[src/rtl/lcd_pixel_scanner_if.sv]
// Pixel address / colour bus between the frame scanner, the text generators and the LCD writer.
interface lcd_pixel_scanner_if #(
  parameter int BITS_WIDTH  = 8,
  parameter int BITS_HEIGHT = 9,
  parameter int COLOUR_BITS = 16
);
  logic [BITS_WIDTH-1:0]  xAddLCD;
  logic [BITS_HEIGHT-1:0] yAddLCD;
  logic                   textPixEN;
  logic [COLOUR_BITS-1:0] textColour;
  logic [COLOUR_BITS-1:0] backColour;
  logic [COLOUR_BITS-1:0] pixelData;
  logic                   pixelValid;
  logic                   pixelReady;

  modport master (
    output xAddLCD, yAddLCD, pixelData, pixelValid,
    input  textPixEN, textColour, backColour, pixelReady
  );

  modport slave (
    input  xAddLCD, yAddLCD, pixelData, pixelValid,
    output textPixEN, textColour, backColour, pixelReady
  );
endinterface

[src/rtl/lcd_pixel_scanner.sv]
// Raster-scans one LCD frame, waits out the font ROM latency per pixel and streams
// text/background colour words to the LCD writer over valid/ready.
module lcd_pixel_scanner #(
  parameter int WIDTH        = 240,
  parameter int HEIGHT       = 320,
  parameter int BITS_WIDTH   = 8,
  parameter int BITS_HEIGHT  = 9,
  parameter int TEXT_LATENCY = 1,
  parameter int COLOUR_BITS  = 16
)(
  input  logic                i_clock,
  input  logic                i_reset,
  input  logic                i_start,
  output logic                o_busy,
  output logic                o_frameDone,
  lcd_pixel_scanner_if.master bus
);
  typedef enum logic [1:0] {S_IDLE = 2'd0, S_SCAN = 2'd1, S_FLUSH = 2'd2} state_t;

  localparam logic [2:0]             LAT    = 3'(TEXT_LATENCY);
  localparam logic [BITS_WIDTH-1:0]  X_LAST = BITS_WIDTH'(WIDTH - 1);
  localparam logic [BITS_HEIGHT-1:0] Y_LAST = BITS_HEIGHT'(HEIGHT - 1);

  state_t                 r_state, w_next;
  logic [2:0]             r_wait;
  logic [BITS_WIDTH-1:0]  r_x;
  logic [BITS_HEIGHT-1:0] r_y;
  logic [COLOUR_BITS-1:0] r_data;
  logic                   r_valid, r_busy, r_done, r_last;
  logic                   w_accept, w_free, w_capture, w_last_pix, w_xfer, w_flush_done;

  always_comb begin
    // A start landing on the frameDone cycle sees IDLE but must not relaunch.
    w_accept     = (r_state == S_IDLE) && i_start && !r_done;
    w_free       = !r_valid || bus.pixelReady;
    w_capture    = (r_state == S_SCAN) && (r_wait == LAT) && w_free;
    w_last_pix   = (r_x == X_LAST) && (r_y == Y_LAST);
    w_xfer       = r_valid && bus.pixelReady;
    w_flush_done = (r_state == S_FLUSH) && r_last && w_xfer;
    w_next       = r_state;
    case (r_state)
      S_IDLE:  if (w_accept) w_next = S_SCAN;
      S_SCAN:  if (w_capture && w_last_pix) w_next = S_FLUSH;
      S_FLUSH: if (w_flush_done) w_next = S_IDLE;
      default: w_next = S_IDLE;
    endcase
  end

  always_ff @(posedge i_clock or posedge i_reset) begin
    if (i_reset) begin
      r_state <= S_IDLE;
      r_wait  <= '0;
      r_x     <= '0;
      r_y     <= '0;
      r_data  <= '0;
      r_valid <= 1'b0;
      r_busy  <= 1'b0;
      r_done  <= 1'b0;
      r_last  <= 1'b0;
    end else begin
      r_state <= w_next;
      r_done  <= w_flush_done;

      if (w_accept)    r_busy <= 1'b1;
      else if (r_done) r_busy <= 1'b0;

      if (w_accept || w_capture)                  r_wait <= '0;
      else if (r_state == S_SCAN && r_wait < LAT) r_wait <= r_wait + 3'd1;

      if (w_capture) begin
        r_data  <= bus.textPixEN ? bus.textColour : bus.backColour;
        r_valid <= 1'b1;
      end else if (w_xfer) begin
        r_valid <= 1'b0;
      end

      // Addresses move only on capture so the ROM output stays valid across stalls.
      if (w_capture) begin
        if (w_last_pix) begin
          r_x    <= '0;
          r_y    <= '0;
          r_last <= 1'b1;
        end else if (r_x == X_LAST) begin
          r_x <= '0;
          r_y <= r_y + BITS_HEIGHT'(1);
        end else begin
          r_x <= r_x + BITS_WIDTH'(1);
        end
      end else if (w_flush_done) begin
        r_last <= 1'b0;
      end
    end
  end

  assign o_busy         = r_busy;
  assign o_frameDone    = r_done;
  assign bus.xAddLCD    = r_x;
  assign bus.yAddLCD    = r_y;
  assign bus.pixelData  = r_data;
  assign bus.pixelValid = r_valid;
endmodule

[src/flat_wrapper.sv]
// flat-port wrapper written by rule: the top's interface ports become plain ports
module lcd_pixel_scanner_flat 
#(
  parameter int WIDTH        = 240,
  parameter int HEIGHT       = 320,
  parameter int BITS_WIDTH   = 8,
  parameter int BITS_HEIGHT  = 9,
  parameter int TEXT_LATENCY = 1,
  parameter int COLOUR_BITS  = 16
)
  (i_clock, i_reset, i_start, o_busy, o_frameDone, bus_xAddLCD, bus_yAddLCD, bus_pixelData, bus_pixelValid, bus_textPixEN, bus_textColour, bus_backColour, bus_pixelReady);
  lcd_pixel_scanner_if #(.BITS_WIDTH(BITS_WIDTH), .BITS_HEIGHT(BITS_HEIGHT), .COLOUR_BITS(COLOUR_BITS)) bus_i ();
  input  logic i_clock;
  input  logic i_reset;
  input  logic i_start;
  output logic o_busy;
  output logic o_frameDone;
  output wire logic [$bits(bus_i.xAddLCD)-1:0] bus_xAddLCD;
  output wire logic [$bits(bus_i.yAddLCD)-1:0] bus_yAddLCD;
  output wire logic [$bits(bus_i.pixelData)-1:0] bus_pixelData;
  output wire logic [$bits(bus_i.pixelValid)-1:0] bus_pixelValid;
  input wire logic [$bits(bus_i.textPixEN)-1:0] bus_textPixEN;
  input wire logic [$bits(bus_i.textColour)-1:0] bus_textColour;
  input wire logic [$bits(bus_i.backColour)-1:0] bus_backColour;
  input wire logic [$bits(bus_i.pixelReady)-1:0] bus_pixelReady;
  assign bus_xAddLCD = bus_i.xAddLCD;
  assign bus_yAddLCD = bus_i.yAddLCD;
  assign bus_pixelData = bus_i.pixelData;
  assign bus_pixelValid = bus_i.pixelValid;
  assign bus_i.textPixEN = bus_textPixEN;
  assign bus_i.textColour = bus_textColour;
  assign bus_i.backColour = bus_backColour;
  assign bus_i.pixelReady = bus_pixelReady;
  lcd_pixel_scanner #(.WIDTH(WIDTH), .HEIGHT(HEIGHT), .BITS_WIDTH(BITS_WIDTH), .BITS_HEIGHT(BITS_HEIGHT), .TEXT_LATENCY(TEXT_LATENCY), .COLOUR_BITS(COLOUR_BITS)) u_core (.i_clock(i_clock), .i_reset(i_reset), .i_start(i_start), .o_busy(o_busy), .o_frameDone(o_frameDone), .bus(bus_i));
endmodule
[config.mk]
export PLATFORM = sky130hd
export DESIGN_NAME = lcd_pixel_scanner_flat
export DESIGN_NICKNAME = d
export VERILOG_FILES = /design/src/rtl/lcd_pixel_scanner_if.sv /design/src/rtl/lcd_pixel_scanner.sv /design/src/flat_wrapper.sv
export SDC_FILE = /design/constraint.sdc
export NUM_CORES = 1
export LEC_CHECK = 0
export CORE_MARGIN = 4
export CORE_UTILIZATION = 42
export CTS_BUF_LIST = sky130_fd_sc_hd__clkbuf_4
export DETAILED_ROUTE_END_ITERATION = 6
export GPL_TIMING_DRIVEN = 0
export PLACE_DENSITY = 0.89
export SKIP_CTS_REPAIR_TIMING = 1
export SLEW_MARGIN = 15
export SYNTH_ARGS = -nofsm -noshare
export SYNTH_HDL_FRONTEND = slang
export SYNTH_SLANG_ARGS = --single-unit
[constraint.sdc]
create_clock -name i_clock -period 1.7 [get_ports i_clock]
set_clock_uncertainty 0.15 [all_clocks]
set_input_delay 0.34 -clock i_clock [delete_from_list [all_inputs] [get_ports i_clock]]
set_output_delay 0.34 -clock i_clock [all_outputs]
set_load 0.01 [all_outputs]
# --- After elaboration in Yosys (flattened, before gate mapping) ---
# Cells that the tools add are included.
# W data, S select, Z words.
word_totals:
  rom_bits: 0
  mem_bits_rw: 0
  register_bits: 42
  n_memories: 0
  latchBits: 0
  out_inout_bits: 36
  in_bits: 37
  elab_cells: 63
op_classes:
  div: 0
  muxes: 18
  n_mul: 0
  addsub: 3
  n_reduce_logical: 23
  n_shift: 0
  bitwise_logic: 0
  n_lt_le_gt_ge: 1
  eq_ne: 9
ops:
  columns: ["operator", "count"]
  rows:
  - ["$mux W9", 2]
  - ["$mux W16", 1]
  - ["$mux W8", 2]
  - ["$logic_and A1 B1 Y1", 10]
  - ["$reduce_bool A2 Y1", 5]
  - ["$add A9 B1 Y9 const B", 1]
  - ["$eq A9 B9 Y1 const B", 1]
  - ["$add A8 B1 Y8 const B", 1]
  - ["$eq A8 B8 Y1 const B", 1]
  - ["$mux W1", 7]
  - ["$mux W2", 3]
  - ["$mux W3", 2]
  - ["$ne A2 B1 Y1 const B", 3]
  - ["$pmux W2 S3", 1]
  - ["$reduce_and A2 Y1", 2]
  - ["$add A3 B1 Y3 const B", 1]
  - ["$eq A3 B1 Y1 const B", 1]
  - ["$lt A3 B1 Y1 const B", 1]
  - ["$reduce_and A3 Y1", 1]
  - ["$eq A2 B1 Y1 const B", 1]
  - ["$eq A2 B2 Y1 const B", 1]
  - ["$logic_not A1 Y1", 2]
  - ["$logic_not A2 Y1", 1]
  - ["$logic_or A1 B1 Y1", 2]
  - ["$ne A2 B2 Y1 const B", 1]

# --- Longest topological paths before layout ---
depth:
  depth_word: 6
  ltp_mapped: 8
  ltp_nobuf: 6

# --- Least setup slack after synthesis ---
# OpenSTA, ideal clock, no wires.
synth_path:
  kind: "flip-flop to flip-flop"
  start: "reg u_core.r_wait[1]"
  end: "reg u_core.r_y[8], in the netlist u_core.bus.yAddLCD[8]"
  setup_ns: 0.132
  t_arrival_ns: 1.600
  path_slack_ns: -0.182
  synth_period_minus_slack_ns: 1.882
  n_path_buf: 2
  path_stages_with_launch: 9
  required_time_ns: 1.418
  cell_sequence: "dfrtp_1 inv_1 ha_1 nor4bb_1 buf_4 nand3_4 buf_6 o41ai_2 o21ai_1"
synth_between:
  elab_chain_cells: 4
synth_rtl:
  columns: ["element", "line_no", "text"]
  rows:
  - ["start: declaration", "lcd_pixel_scanner.sv:25", "logic [2:0] r_wait;"]
  - ["start signal: assignment", "lcd_pixel_scanner.sv:68", "else if (r_state == S_SCAN && r_wait < LAT) r_wait <= r_wait + 3'd1;"]
  - ["$eq A3 B1 Y1", "lcd_pixel_scanner.sv:36", "w_capture = (r_state == S_SCAN) && (r_wait == LAT) && w_free;"]
  - ["$logic_and A1 B1 Y1 (2 in a row)", "lcd_pixel_scanner.sv:36", null]
  - ["$reduce_and A2 Y1 (no line)", null, null]
  - ["end signal: assignment", "lcd_pixel_scanner.sv:85", "r_y <= r_y + BITS_HEIGHT'(1);"]
  - ["end: declaration", "lcd_pixel_scanner.sv:27", "logic [BITS_HEIGHT-1:0] r_y;"]
# Every way passes these cells.
# A chain may end at the register's enable or synchronous reset.

# --- Worst setup path after layout ---
layout_path:
  start: "reg u_core.r_y[1], in the netlist u_core.bus.yAddLCD[1]"
  end: "reg u_core.r_y[5], in the netlist u_core.bus.yAddLCD[5]"
layout_between:
  elab_chain_cells: 4
  word_cells_on_any_way: 7
  classes_between: "add/sub (1); eq/ne (1); mux (2); reduce/logical (3)"
layout_rtl:
  columns: ["element"]
  rows:
  - ["branches (longest 4 deep; another with $add A9 B1 Y9)"]
# Parallel ways; which one is timed is not known. The select of a mux whose other input is x is not followed.

==> summary.txt <==
Status
  • Outcome: finished, violations left
  • Violated checks: setup timing

Global route
  • Largest net degree at the start of global routing: 23
  • Vias in the first global route: between 1500 and 2000
  • GRT Resource Usage Total: between 10% and 20%
  • Initial antenna violation count: 0
  • Global-route wire length before repair: between 8000 and 9000 µm
  • Overflow after GRT: 0

Routing
  • TritonRoute pass-1 iters: 4
  • Via-per-instance ratio: about 5.3
  • ANT nets after route: 0
  • Detailed Route Iter0 Violations: a little under 60
  • Drt wl/cell: about 16 µm
  • Residual DRC: 0
  • Via count: 1976
  • Drt total wl: 6050 µm

Synthesis
  • Average size of a mapped cell: 10.3 µm²
  • Most frequent cell after synthesis: dfrtp_1
  • Synthesis Warnings: 0
  • Most frequent cells after synthesis: 42 x dfrtp_1, 28 x nand2_1, 21 x o21ai_0
  • Post-synth top area share: between 50% and 60%
  • Post-synth EDFFs: 0
  • FF+latch count, synth: 42
  • Largest cells by area after synthesis: dfrtp_1 51%, mux2i_1 8.2%, nand2_1 5.1%
  • Mapped Cells: 201
  • Register area share after synthesis: a little over 50%
  • Post-synthesis net count: 242
  • Async set or reset register ratio after synthesis: between 90% and 100%
  • Synthesized cell area: 2070 µm²
  • Most area-hungry cell type in the Yosys netlist: dfrtp_1
  • Number of distinct library cells after synthesis: 46
  • Ys flop type: dfrtp_1

Timing
  • Setup slack after layout: -0.278 ns
  • Final min period: roughly 2 ns
  • Worst slew margin: 54.2%
  • Hold Vio Cnt, Final: 0
  • Crit share post-route: 116%
  • Slew @ Worst Pin: 0.687 ns
  • Max Fclk: about 500 MHz
  • Endpoints failing setup: 42
  • Fin. max-slew vios: 0
  • RSZ-0062 raised after global routing: yes

Clocking
  • Buffer levels on the longest clock path: 2
  • Worst-skew pair later-pin latency: about 0.36 ns
  • H-Tree Level Count: 2
  • Clock sinks: 42
  • CTS Buf Count: 5
  • TritonCTS clock tree: done
  • Root Buffer: clkbuf_4
  • Reg clk slew, reported paths: between 0.1 and 0.15 ns

Power and ir drop
  • Total chip power: 0.00178 W
  • Pwr Density: ~520 nW/µm²
  • Peak supply drop: between 400 and 500 µV
  • Leak: 2.04 nW

Setup path
  • WS Path Type: flop to flop
  • Worst EP arrival: ~2.1 ns
  • Crit Path Max Fanout: 5
  • Worst Setup Start Kind: flop
  • Reg2reg end: u_core.bus.yAddLCD[5]$_DFFE_PP0P_
  • Worst R2R Path Depth: 5
  • Worst r2r src: u_core.bus.yAddLCD[1]$_DFFE_PP0P_
  • CP Capture Type: flop
  • Crit. Startpoint: u_core.bus.yAddLCD[1]$_DFFE_PP0P_
  • R2R setup slack: -0.28 ns
  • Crit path required time: 1.79 ns
  • Setup crit end: u_core.bus.yAddLCD[5]$_DFFE_PP0P_

Floorplanning
  • Die W: 78.2 µm
  • Floorplan core area: 4750 µm²
  • Io pins: 73
  • Chip Height: 78.2 µm
  • # rows: 25
  • Die area: 6110 µm²
  • Initial Util: between 40% and 50%

Layout
  • Final nets: ~350
  • Area delta synth->final: 64.1%
  • Filler Cells Inserted: 337
  • Diodes inserted: 0
  • Area occupied by multi-input gates: a little over 1000 µm²
  • FF/Latch Area: around 1100 µm²
  • Fin util: between 70 and 80%
  • Layout cells sized above 1: between 20% and 30%

Placed design
  • I/O Buffers: 71
  • DP HPWL: 3950 µm
  • RePlAce Congestion: between 0.8 and 0.9

Job
  • # Max-Cap Violations: 0

Worst hold path
  • Worst min-delay path category: input pin to async pin
[stage by stage]
| step | worst slack [ns] | area, µm² | hold WS, ns | setup TNS, ns | instances |
|---|---|---|---|---|---|
| after detailed placement | -0.451 | 2920 | 0.295 | -11.28 | 340 |
| after floorplan | -0.149 | 2100 | 0.311 | -0.852 | 201 |
| after CTS | -0.379 | 3000 | 0.177 | -14.08 | 348 |
| after global routing | -0.368 | 3400 | 0.195 | -9.92 | 373 |
| final | -0.278 | 3400 | 0.166 | -5.46 | 373 |
| after global placement | -0.759 | 2900 | 0.281 | -37.90 | 339 |
[flip-flops by register name (all words and copies together), names as in the netlist]
name	count
u_core.r_last	1
u_core.o_frameDone	1
u_core.o_busy	1
u_core.bus.yAddLCD	9
u_core.bus.xAddLCD	8
u_core.bus.pixelValid	1
u_core.bus.pixelData	16
u_core.r_wait	3
u_core.r_state	2
[routing by layer]
metal | part of all wire [%] | GRT usage (%) | vias to the layer above
met1 | 41 | 22.4 | 946
li1 | - | - | 924
met4 | 1.8 | 5.07 | 0
met2 | 49 | 29.8 | 94
met5 | 0 | 0 | -
met3 | 8.1 | 5.39 | 12
[cell families after synthesis]
kind of cell	Yosys count	synth area share, %
XOR/XNOR	4	1.69
buffers and inverters	16	3.57
flip-flops	42	50.8
AO/OA/AOI/OAI	42	12.8
AND/OR/NAND/NOR	74	19.4
multiplexers	19	9.31
adder cells (fa/ha/maj)	4	2.42
[worst min path at each step]
| stage | startpoint | endpoint | slack, ns | cells after the start |
|---|---|---|---|---|
| floorplan | u_core.r_last$_DFFE_PP0P_ | u_core.r_last$_DFFE_PP0P_ | 0.31 | 1 |
| global placement | u_core.o_frameDone$_DFF_PP0_ | u_core.o_busy$_DFFE_PP0P_ | 0.28 | 1 |
| detailed placement | u_core.o_frameDone$_DFF_PP0_ | u_core.o_busy$_DFFE_PP0P_ | 0.29 | 1 |
| CTS | i_reset | u_core.bus.pixelData[4]$_DFFE_PP0P_ | 0.18 | 2 |
| global route | i_reset | u_core.bus.pixelData[4]$_DFFE_PP0P_ | 0.19 | 2 |
| finish | i_reset | u_core.bus.pixelData[4]$_DFFE_PP0P_ | 0.17 | 2 |
[placed cells by master (no fill, tap or decap), types with 3 or more instances in the layout]
| cell type | count |
|---|---|
| ha_1 | 3 |
| a21oi_1 | 4 |
| mux2i_1 | 17 |
| nand2_1 | 26 |
| clkbuf_4 | 5 |
| o21ai_0 | 15 |
| dfrtp_2 | 5 |
| a21o_1 | 5 |
| nor2_1 | 10 |
| inv_1 | 7 |
| dfrtp_1 | 37 |
| nor3_2 | 3 |
| nand3_1 | 7 |
| buf_4 | 23 |
| buf_6 | 3 |
| xor2_1 | 3 |
| clkdlybuf4s50_1 | 40 |
| o21ai_1 | 7 |
| dlymetal6s2s_1 | 31 |
[report_power, final]
part | total [W] | internal, W | switching (W)
clock network | 0.000629 | 0.000305 | 0.000324
logic | 0.000147 | 0.0000957 | 0.0000515
registers | 0.000999 | 0.000999 | 0
total | 0.00178 | 0.00140 | 0.000376
[critical path, cell delays in order (launching register included)]
cell and delay, ns:
dfrtp_1 0.46, ha_1 0.22, nand2_1 0.08, or4_4 0.54, a211o_1 0.28, a21o_1 0.15
[area by class of cell]
class | instances | share of cell area, %
plain buffers | 8 | 1.92
clock buffers | 5 | 1.11
clock inverters | 3 | 1.18
inverters | 8 | 0.884
multi-input cells | 144 | 30.5
flip-flops and latches | 42 | 31.1
well taps | 67 | 2.47
repair buffers | 96 | 30.8
Note: power is estimated with default switching activity, not from simulation.
